### src/rtl/pattern_gen_pkg.sv
// Shared definitions for the pattern burst generator: mode codes, FSM
// encoding and PRBS31 constants.
package pattern_gen_pkg;

    localparam logic [1:0] MODE_LANE = 2'd0;
    localparam logic [1:0] MODE_WORD = 2'd1;
    localparam logic [1:0] MODE_WALK = 2'd2;
    localparam logic [1:0] MODE_PRBS = 2'd3;

    typedef enum logic {
        ST_IDLE = 1'b0,
        ST_RUN  = 1'b1
    } state_e;

    // PRBS31, x^31 + x^28 + 1: new bit = s[30] ^ s[27], shifted into s[0].
    localparam int              PRBS_W     = 31;
    localparam logic [PRBS_W-1:0] PRBS_SEED = 31'h7FFF_FFFF;
    localparam int              PRBS_TAP_A = 30;
    localparam int              PRBS_TAP_B = 27;

endpackage

### src/rtl/pattern_burst_generator_if.sv
// Output stream of the pattern burst generator: data word with a
// valid/ready handshake. The generator is the master, the read FIFO the slave.
interface pattern_burst_generator_if #(
    parameter int DATA_W = 32
);
    logic [DATA_W-1:0] dout;
    logic              dout_valid;
    logic              dout_ready;

    modport master (output dout, output dout_valid, input dout_ready);
    modport slave  (input dout, input dout_valid, output dout_ready);
endinterface

### src/rtl/pattern_gen_lfsr.sv
// Combinational DATA_W-step advance of the PRBS31 generator. Each step
// produces one new bit; the first-generated bit lands in data_o[0].
module pattern_gen_lfsr
    import pattern_gen_pkg::*;
#(
    parameter int DATA_W = 32
) (
    input  logic [PRBS_W-1:0] state_i,
    output logic [PRBS_W-1:0] state_o,
    output logic [DATA_W-1:0] data_o
);

    // Unrolled shift chain: DATA_W successive shifts of the 31-bit state.
    always_comb begin
        logic [PRBS_W-1:0] s;
        logic              nb;
        s      = state_i;
        nb     = 1'b0;
        data_o = '0;
        for (int i = 0; i < DATA_W; i++) begin
            nb        = s[PRBS_TAP_A] ^ s[PRBS_TAP_B];
            data_o[i] = nb;
            s         = {s[PRBS_W-2:0], nb};
        end
        state_o = s;
    end

endmodule

### src/rtl/pattern_burst_generator.sv
// Test-data source for the host-read throughput path. Emits lane-counter,
// word-counter, walking-one or PRBS words as a finite or continuous burst.
// Optional PRBS31 mode is built only when PATTERN_GEN_PRBS_EN is defined;
// otherwise mode 3 behaves as the word counter.
module pattern_burst_generator
    import pattern_gen_pkg::*;
#(
    parameter int DATA_W = 32,
    parameter int LEN_W  = 16
) (
    input  logic                 clk,
    input  logic                 reset,
    input  logic [1:0]           mode,
    input  logic [LEN_W-1:0]     burst_len,
    input  logic                 start,
    input  logic                 stop,
    pattern_burst_generator_if.master bus,
    output logic                 busy,
    output logic                 done,
    output logic [LEN_W-1:0]     beat_count
);

    localparam int NL = DATA_W / 8;

    state_e             state_q, state_d;
    logic [1:0]         mode_q, mode_d;
    logic [LEN_W-1:0]   len_q, len_d;
    logic [DATA_W-1:0]  data_q, data_d;
    logic [LEN_W-1:0]   cnt_q, cnt_d;
    logic               done_q, done_d;

    logic               accept;
    logic [LEN_W-1:0]   cnt_inc;
    logic               last_beat;

    // First word of a burst for the non-PRBS patterns.
    function automatic logic [DATA_W-1:0] seed_word(input logic [1:0] m);
        logic [DATA_W-1:0] w;
        w = '0;
        case (m)
            MODE_LANE: for (int i = 0; i < NL; i++) w[8*i +: 8] = 8'(i);
            MODE_WALK: w = DATA_W'(1);
            default:   w = '0;
        endcase
        return w;
    endfunction

    // Successor word; lanes wrap independently, walking-one rotates left.
    function automatic logic [DATA_W-1:0] next_word(input logic [1:0] m,
                                                   input logic [DATA_W-1:0] d);
        logic [DATA_W-1:0] w;
        w = d + DATA_W'(1);
        case (m)
            MODE_LANE: for (int i = 0; i < NL; i++) w[8*i +: 8] = d[8*i +: 8] + 8'(NL);
            MODE_WALK: w = {d[DATA_W-2:0], d[DATA_W-1]};
            default:   ;
        endcase
        return w;
    endfunction

    assign accept    = (state_q == ST_RUN) && bus.dout_ready;
    assign cnt_inc   = cnt_q + LEN_W'(1);
    assign last_beat = (len_q != '0) && (cnt_inc == len_q);

`ifdef PATTERN_GEN_PRBS_EN
    logic [PRBS_W-1:0] prbs_q, prbs_d;
    logic [PRBS_W-1:0] lfsr_in, lfsr_state;
    logic [DATA_W-1:0] lfsr_data;

    // From IDLE the generator restarts at the seed; in RUN it continues.
    assign lfsr_in = (state_q == ST_IDLE) ? PRBS_SEED : prbs_q;

    pattern_gen_lfsr #(.DATA_W(DATA_W)) u_lfsr (
        .state_i (lfsr_in),
        .state_o (lfsr_state),
        .data_o  (lfsr_data)
    );
`endif

    // Next-state logic: burst start, beat acceptance, completion and abort.
    always_comb begin
        state_d = state_q;
        mode_d  = mode_q;
        len_d   = len_q;
        data_d  = data_q;
        cnt_d   = cnt_q;
        done_d  = 1'b0;
`ifdef PATTERN_GEN_PRBS_EN
        prbs_d  = prbs_q;
`endif
        case (state_q)
            ST_IDLE: begin
                if (start) begin
                    state_d = ST_RUN;
                    mode_d  = mode;
                    len_d   = burst_len;
                    cnt_d   = '0;
                    data_d  = seed_word(mode);
`ifdef PATTERN_GEN_PRBS_EN
                    prbs_d  = lfsr_state;
                    if (mode == MODE_PRBS) data_d = lfsr_data;
`endif
                end
            end
            ST_RUN: begin
                if (accept) begin
                    cnt_d = cnt_inc;
                    if (last_beat) begin
                        // Final beat: dout keeps the word just delivered.
                        state_d = ST_IDLE;
                        done_d  = 1'b1;
                    end else begin
                        data_d = next_word(mode_q, data_q);
`ifdef PATTERN_GEN_PRBS_EN
                        if (mode_q == MODE_PRBS) begin
                            data_d = lfsr_data;
                            prbs_d = lfsr_state;
                        end
`endif
                    end
                end
                if (stop) state_d = ST_IDLE;
            end
            default: state_d = ST_IDLE;
        endcase
    end

    // State and datapath registers; reset clears everything visible.
    always_ff @(posedge clk) begin
        if (reset) begin
            state_q <= ST_IDLE;
            mode_q  <= MODE_LANE;
            len_q   <= '0;
            data_q  <= '0;
            cnt_q   <= '0;
            done_q  <= 1'b0;
`ifdef PATTERN_GEN_PRBS_EN
            prbs_q  <= PRBS_SEED;
`endif
        end else begin
            state_q <= state_d;
            mode_q  <= mode_d;
            len_q   <= len_d;
            data_q  <= data_d;
            cnt_q   <= cnt_d;
            done_q  <= done_d;
`ifdef PATTERN_GEN_PRBS_EN
            prbs_q  <= prbs_d;
`endif
        end
    end

    assign bus.dout       = data_q;
    assign bus.dout_valid = (state_q == ST_RUN);
    assign busy           = (state_q == ST_RUN);
    assign done           = done_q;
    assign beat_count     = cnt_q;

endmodule

### src/flat_wrapper.sv
// flat-port wrapper written by rule: the top's interface ports become plain ports
module pattern_burst_generator_flat import pattern_gen_pkg::*;
#(
    parameter int DATA_W = 32,
    parameter int LEN_W  = 16
)
  (clk, reset, mode, burst_len, start, stop, busy, done, beat_count, bus_dout, bus_dout_valid, bus_dout_ready);
  pattern_burst_generator_if #(.DATA_W(DATA_W)) bus_i ();
  input  logic clk;
  input  logic reset;
  input  logic [1:0] mode;
  input  logic [LEN_W-1:0] burst_len;
  input  logic start;
  input  logic stop;
  output logic busy;
  output logic done;
  output logic [LEN_W-1:0] beat_count;
  output wire logic [$bits(bus_i.dout)-1:0] bus_dout;
  output wire logic [$bits(bus_i.dout_valid)-1:0] bus_dout_valid;
  input wire logic [$bits(bus_i.dout_ready)-1:0] bus_dout_ready;
  assign bus_dout = bus_i.dout;
  assign bus_dout_valid = bus_i.dout_valid;
  assign bus_i.dout_ready = bus_dout_ready;
  pattern_burst_generator #(.DATA_W(DATA_W), .LEN_W(LEN_W)) u_core (.clk(clk), .reset(reset), .mode(mode), .burst_len(burst_len), .start(start), .stop(stop), .bus(bus_i), .busy(busy), .done(done), .beat_count(beat_count));
endmodule
### config.mk
export PLATFORM = sky130hd
export DESIGN_NAME = pattern_burst_generator_flat
export DESIGN_NICKNAME = d
export VERILOG_FILES = /design/src/rtl/pattern_gen_pkg.sv /design/src/rtl/pattern_burst_generator_if.sv /design/src/rtl/pattern_gen_lfsr.sv /design/src/rtl/pattern_burst_generator.sv /design/src/flat_wrapper.sv
export SDC_FILE = /design/constraint.sdc
export NUM_CORES = 1
export LEC_CHECK = 0
export CAP_MARGIN = 20
export CELL_PAD_IN_SITES_DETAIL_PLACEMENT = 0
export CELL_PAD_IN_SITES_GLOBAL_PLACEMENT = 1
export CORE_MARGIN = 1.5
export CORE_UTILIZATION = 43
export CTS_CLUSTER_DIAMETER = 120
export CTS_CLUSTER_SIZE = 25
export DETAILED_ROUTE_END_ITERATION = 16
export PLACE_DENSITY = 0.95
export SYNTH_ARGS = -nofsm -noshare
export SYNTH_HDL_FRONTEND = slang
export SYNTH_SLANG_ARGS = --single-unit
### constraint.sdc
create_clock -name clk -period 8.1 [get_ports clk]
set_input_delay 2.025 -clock clk [delete_from_list [all_inputs] [get_ports clk]]
set_output_delay 2.025 -clock clk [all_outputs]
set_load 0.02 [all_outputs]
### Yosys cells after proc, flatten, opt, wreduce, memory -nomap -nowiden

Cells that the tools add are included.

| operators by class | value |
|---|---|
| reductions and logical operators | 9 |
| bitwise gates (word level) | 2 |
| add/sub/neg operators | 6 |
| eq/ne operators | 6 |
| mux-type cells | 15 |

Operators with widths:

| operator | count |
|---|---|
| 32-bit case mux with 2 select lines | 2 |
| 32-bit 2-to-1 mux | 3 |
| 26-bit case mux with 2 select lines | 1 |
| 32-bit by 1-bit adder with 32-bit output (second input constant) | 1 |
| 8-bit by 3-bit adder with 8-bit output (second input constant) | 4 |
| 16-bit 2-to-1 mux | 2 |
| 16-bit case mux with 2 select lines | 1 |
| 16-bit by 1-bit adder with 16-bit output (second input constant) | 1 |
| 16-bit equality test | 1 |
| 16-bit nonzero test | 1 |
| 2-bit inequality test (second input constant) | 3 |
| 1-bit 2-to-1 mux | 5 |
| 2-bit equality test (second input constant) | 2 |
| 2-bit logical NOT | 2 |
| 2-bit AND reduction | 2 |
| 3-bit AND reduction | 1 |
| 3-bit OR reduction | 1 |
| 1-bit logical AND | 2 |
| 1-bit inverter | 2 |
| 1-bit case mux with 2 select lines | 1 |

| word-level totals | value |
|---|---|
| register bits | 68 |
| bits of input ports | 23 |
| logic and storage cells | 44 |
| output and inout bits | 51 |

### Logic depth before layout (Yosys ltp)

| depth | value |
|---|---|
| depth in word-level cells | 7 |
| depth in mapped cells | 11 |
| depth with buffers taken out | 8 |

### Worst setup path after synthesis

No wires, ideal clock.

| path | value |
|---|---|
| kind | input-to-reg |
| start | input start |
| end | register u_core.data_q[25], in the netlist u_core.bus.dout[25] |
| path buffers | 3 |
| arrival | 3346 ps |
| slack | 4619 ps |
| cell stages on the path | 7 |
| required time | 7965 ps |
| setup time | 135 ps |
| cell sequence | nor2b_1 clkbuf_1 nor2_1 clkbuf_1 clkbuf_1 o311ai_0 o41ai_1 |

| between the ends | value |
|---|---|
| cells in the longest elaborated chain, start to end | 2 |

Ends and longest elaborated chain:

| element | line | text |
|---|---|---|
| from (decl) | flat_wrapper.sv:13 | `input logic start;` |
| 2-bit inequality test (no line) | -- |  |
| 3-bit AND reduction (no line) | -- |  |
| to (signal assigned) | pattern_burst_generator.sv:144 | `data_q <= data_d;` |
| to (decl) | pattern_burst_generator.sv:28 | `logic [DATA_W-1:0] data_q, data_d;` |

No other way between the ends.
A chain may end at the register's enable or synchronous reset.

### Worst setup path in the final report

| path | value |
|---|---|
| start | input start |
| end | register u_core.data_q[21], in the netlist u_core.bus.dout[21] |

Same word-level chain as after synthesis.

==> results.cfg <==
[sta]
hold_viol = 0
maxSlewHeadroom_pct = 29.2
rsz0062_at_grt = false
fin_ws_ns = 3.69
whs_ns = 0.493
post-route-period-util_pct = 54.5
finalMaxSlewViolations = 0
period_minus_slack_ns = 4.41
skew_ns = 0.0121
setup_viol = 0
max_freq_mhz = 227
tightest_slew_ns = 1.06
tns_ns = 0

[finish]
area_growth_syn_to_layout_pct = 19.9
drive_above_1_share_pct = 5.96
num_antenna_cells = 0
nets = 762
seq_area_mm2 = 0.00136
fill_cells = 1102
multi_input_area_mm2 = 0.00338
layout_common_cells = nand2_1 (98), a21oi_1 (75), clkdlybuf4s50_1 (72), dfxtp_1 (68), nor2_1 (47)
layout_commonest_cell = nand2_1

[grt]
grt-ovfl-total = 0
first_global_vias = 5265
grt_pass1_wl_um = 26600
track_usage_pct = 26.0
grt_start_max_net_pins = 54
antenna_found_initial = 0

[drt]
ant_nets = 0
wl_met3_um = 1490
first_pass_iters = 6
wl_met1_um = 7460
wl_per_cell_um = 18.8
drc = 0
top_layer_used = met4
viasPerCell = 6.51
wl_um = 16600
vias = 5731
route.met2.wl_um = 7440
first_iter_violations = 586

[die]
start_util_pct = 44.4
dieArea_mm2 = 0.0125
rows = 39
core-area_mm2 = 0.0115
io_pins = 74
die_h_um = 112
die_x_um = 112

[setup_path]
path_class = input port to register
start_kind = input port
critical_path.endpoint_type = register
rr_startpoint = u_core.beat_count[0]$_SDFFE_PP0P_
cpMostUsedCell = nand2_1
path_cells = clkdlybuf4s50_1 > nand2_1 > nand2_1 > nand2_1 > o41ai_1
critPathArrivalTime_ns = 4.64
cp-startpoint = start
required_ns = 8.33
slowest_stage = nand2_1
crit_fanout = 25
worst_path_largest_cell_delay_ns = 0.94

[place]
dp_slack_ns = 3.20
gp_congestion = 0.921
io_buffers = 73
hpwl_um = 11400

[clock_network]
cts.sinks = 68
cts_hold_buffers = 0
cts_tree = built
ctsHtreeMaxLevel = 3
cts_root_buffer = clkbuf_16
clk_latency_ns = 0.34
clk_path_buf_depth = 2
post_cts.repair.setup_buffers = 0
cts_made_buffers = 9
path_clk_slew_ns = 0.06
cts.repair.resized = 0

[logic_synthesis]
synthFlopType = dfxtp_1
synthCells = 711
yosys_warnings = 0
synth-edff-count = 0
synth-seq-cells = 68
synthDistinctLibCells = 71
netlist_area_mm2 = 0.00509
synth-async-reset-ratio_pct = 0
yosysSeqAreaShare_pct = 26.8
avgSynthCellArea_um2 = 7.15
syn_nets = 740

[min_path]
hold_start = u_core.len_q[11]$_SDFFE_PP0P_
hold_path_class = register to register

[power]
power.leakage_nw = 2.08
peakVddDrop_mv = 0.157
power_density_mw_per_mm2 = 157

[flow_run]
maxCapViolCount = 0

[outcome]
status = complete, no violations
## kinds of logic after synthesis
kind of cell,Yosys count,synth area share (%)
xor+xnor,22,3.79
simple gates,292,29.3
buf+inv,83,7.04
flops,68,26.8
fa+ha+maj,6,1.48
compound gates,227,28.9
mux,13,2.68
## worst paths after layout
kind | endpoint | slack, ns | cells past startpoint
setup / recovery | u_core.bus.dout[21]$_SDFFE_PP0P_ | 3.69 | 5
hold / removal | u_core.len_q[11]$_SDFFE_PP0P_ | 0.49 | 2
setup reg to reg | u_core.bus.dout[29]$_SDFFE_PP0P_ | 4.22 | 8
hold reg to reg | u_core.len_q[11]$_SDFFE_PP0P_ | 0.49 | 2
## Yosys cell counts (4+ instances only)
cell       n  share of area (%)
a211oi_1  13                1.9
o211ai_1   6               0.89
o311ai_0   6                1.0
a311oi_1   7                1.2
clkbuf_1  45                3.3
nand2b_1  10                1.2
buf_4      5               0.74
ha_1       6                1.5
mux2_2     5                1.1
a31oi_1   15                1.8
and4_1     4               0.69
buf_1      7               0.52
buf_2     10               0.98
mux2i_1    8                1.6
a211o_1    5               0.86
or4_1      6               0.89
o31ai_1    4               0.59
o41ai_1    6                1.0
nor2b_1    4               0.49
inv_1     14                1.0
o22ai_1    5               0.62
and3_1    10                1.2
xnor2_1   12                2.1
o21ai_0   44                4.3
nand2_1   98                7.2
a21oi_1   75                7.4
nor4_1    13                1.6
nor3_1    20                2.0
nand4_1   17                2.1
nor2_1    48                3.5
or3_1      7               0.86
xor2_1    10                1.7
a21o_1     4               0.59
nand3_1   32                3.1
dfxtp_1   68                 27
## worst max-delay path: cells and delay by family
family	cells	cell delay, ns
AO/OA/AOI/OAI	1	0.46
buffers and inverters	1	0.48
AND/OR/NAND/NOR	3	1.67
## stage by stage
| stage | utilization, % | cells | instance area, um2 | power (mW) |
|---|---|---|---|---|
| floorplan | - | 711 | 5090 | 0.456 |
| global placement | 50.1 | 864 | 5740 | 0.504 |
| detailed placement | 50.1 | 864 | 5740 | 0.505 |
| CTS | 53.1 | 880 | 6090 | 0.957 |
| global route | 53.2 | 881 | 6100 | 0.991 |
| finish | 53.2 | 881 | 6100 | 0.957 |
## registers in the layout (all words and copies together) (netlist names)
name,flops
u_core.bus.dout,32
u_core.done,1
u_core.beat_count,16
u_core.bus.dout_valid,1
u_core.mode_q,2
u_core.len_q,16
## where the power goes
part           internal, mW  switching, mW  total, mW
clock network         0.303          0.152      0.455
logic                0.0538         0.0850      0.139
registers             0.345         0.0188      0.364
total                 0.701          0.256      0.957
## layer usage
layer / up-vias / GRT usage, %
met4: 0 / 7.34
met5: - / 0
met1: 2714 / 36.7
met2: 300 / 40.7
met3: 24 / 4.46
li1: 2693 / -
## layout make-up
cell class / instances / area share (%)
Clock inverter: 7 / 1.99
Inverter: 14 / 0.862
Multi-Input combinational cell: 560 / 55.4
Tap cell: 143 / 2.94
Sequential cell: 68 / 22.3
Timing Repair Buffer: 80 / 12.8
Clock buffer: 9 / 3.69
Power figures use the tool's default switching activity.
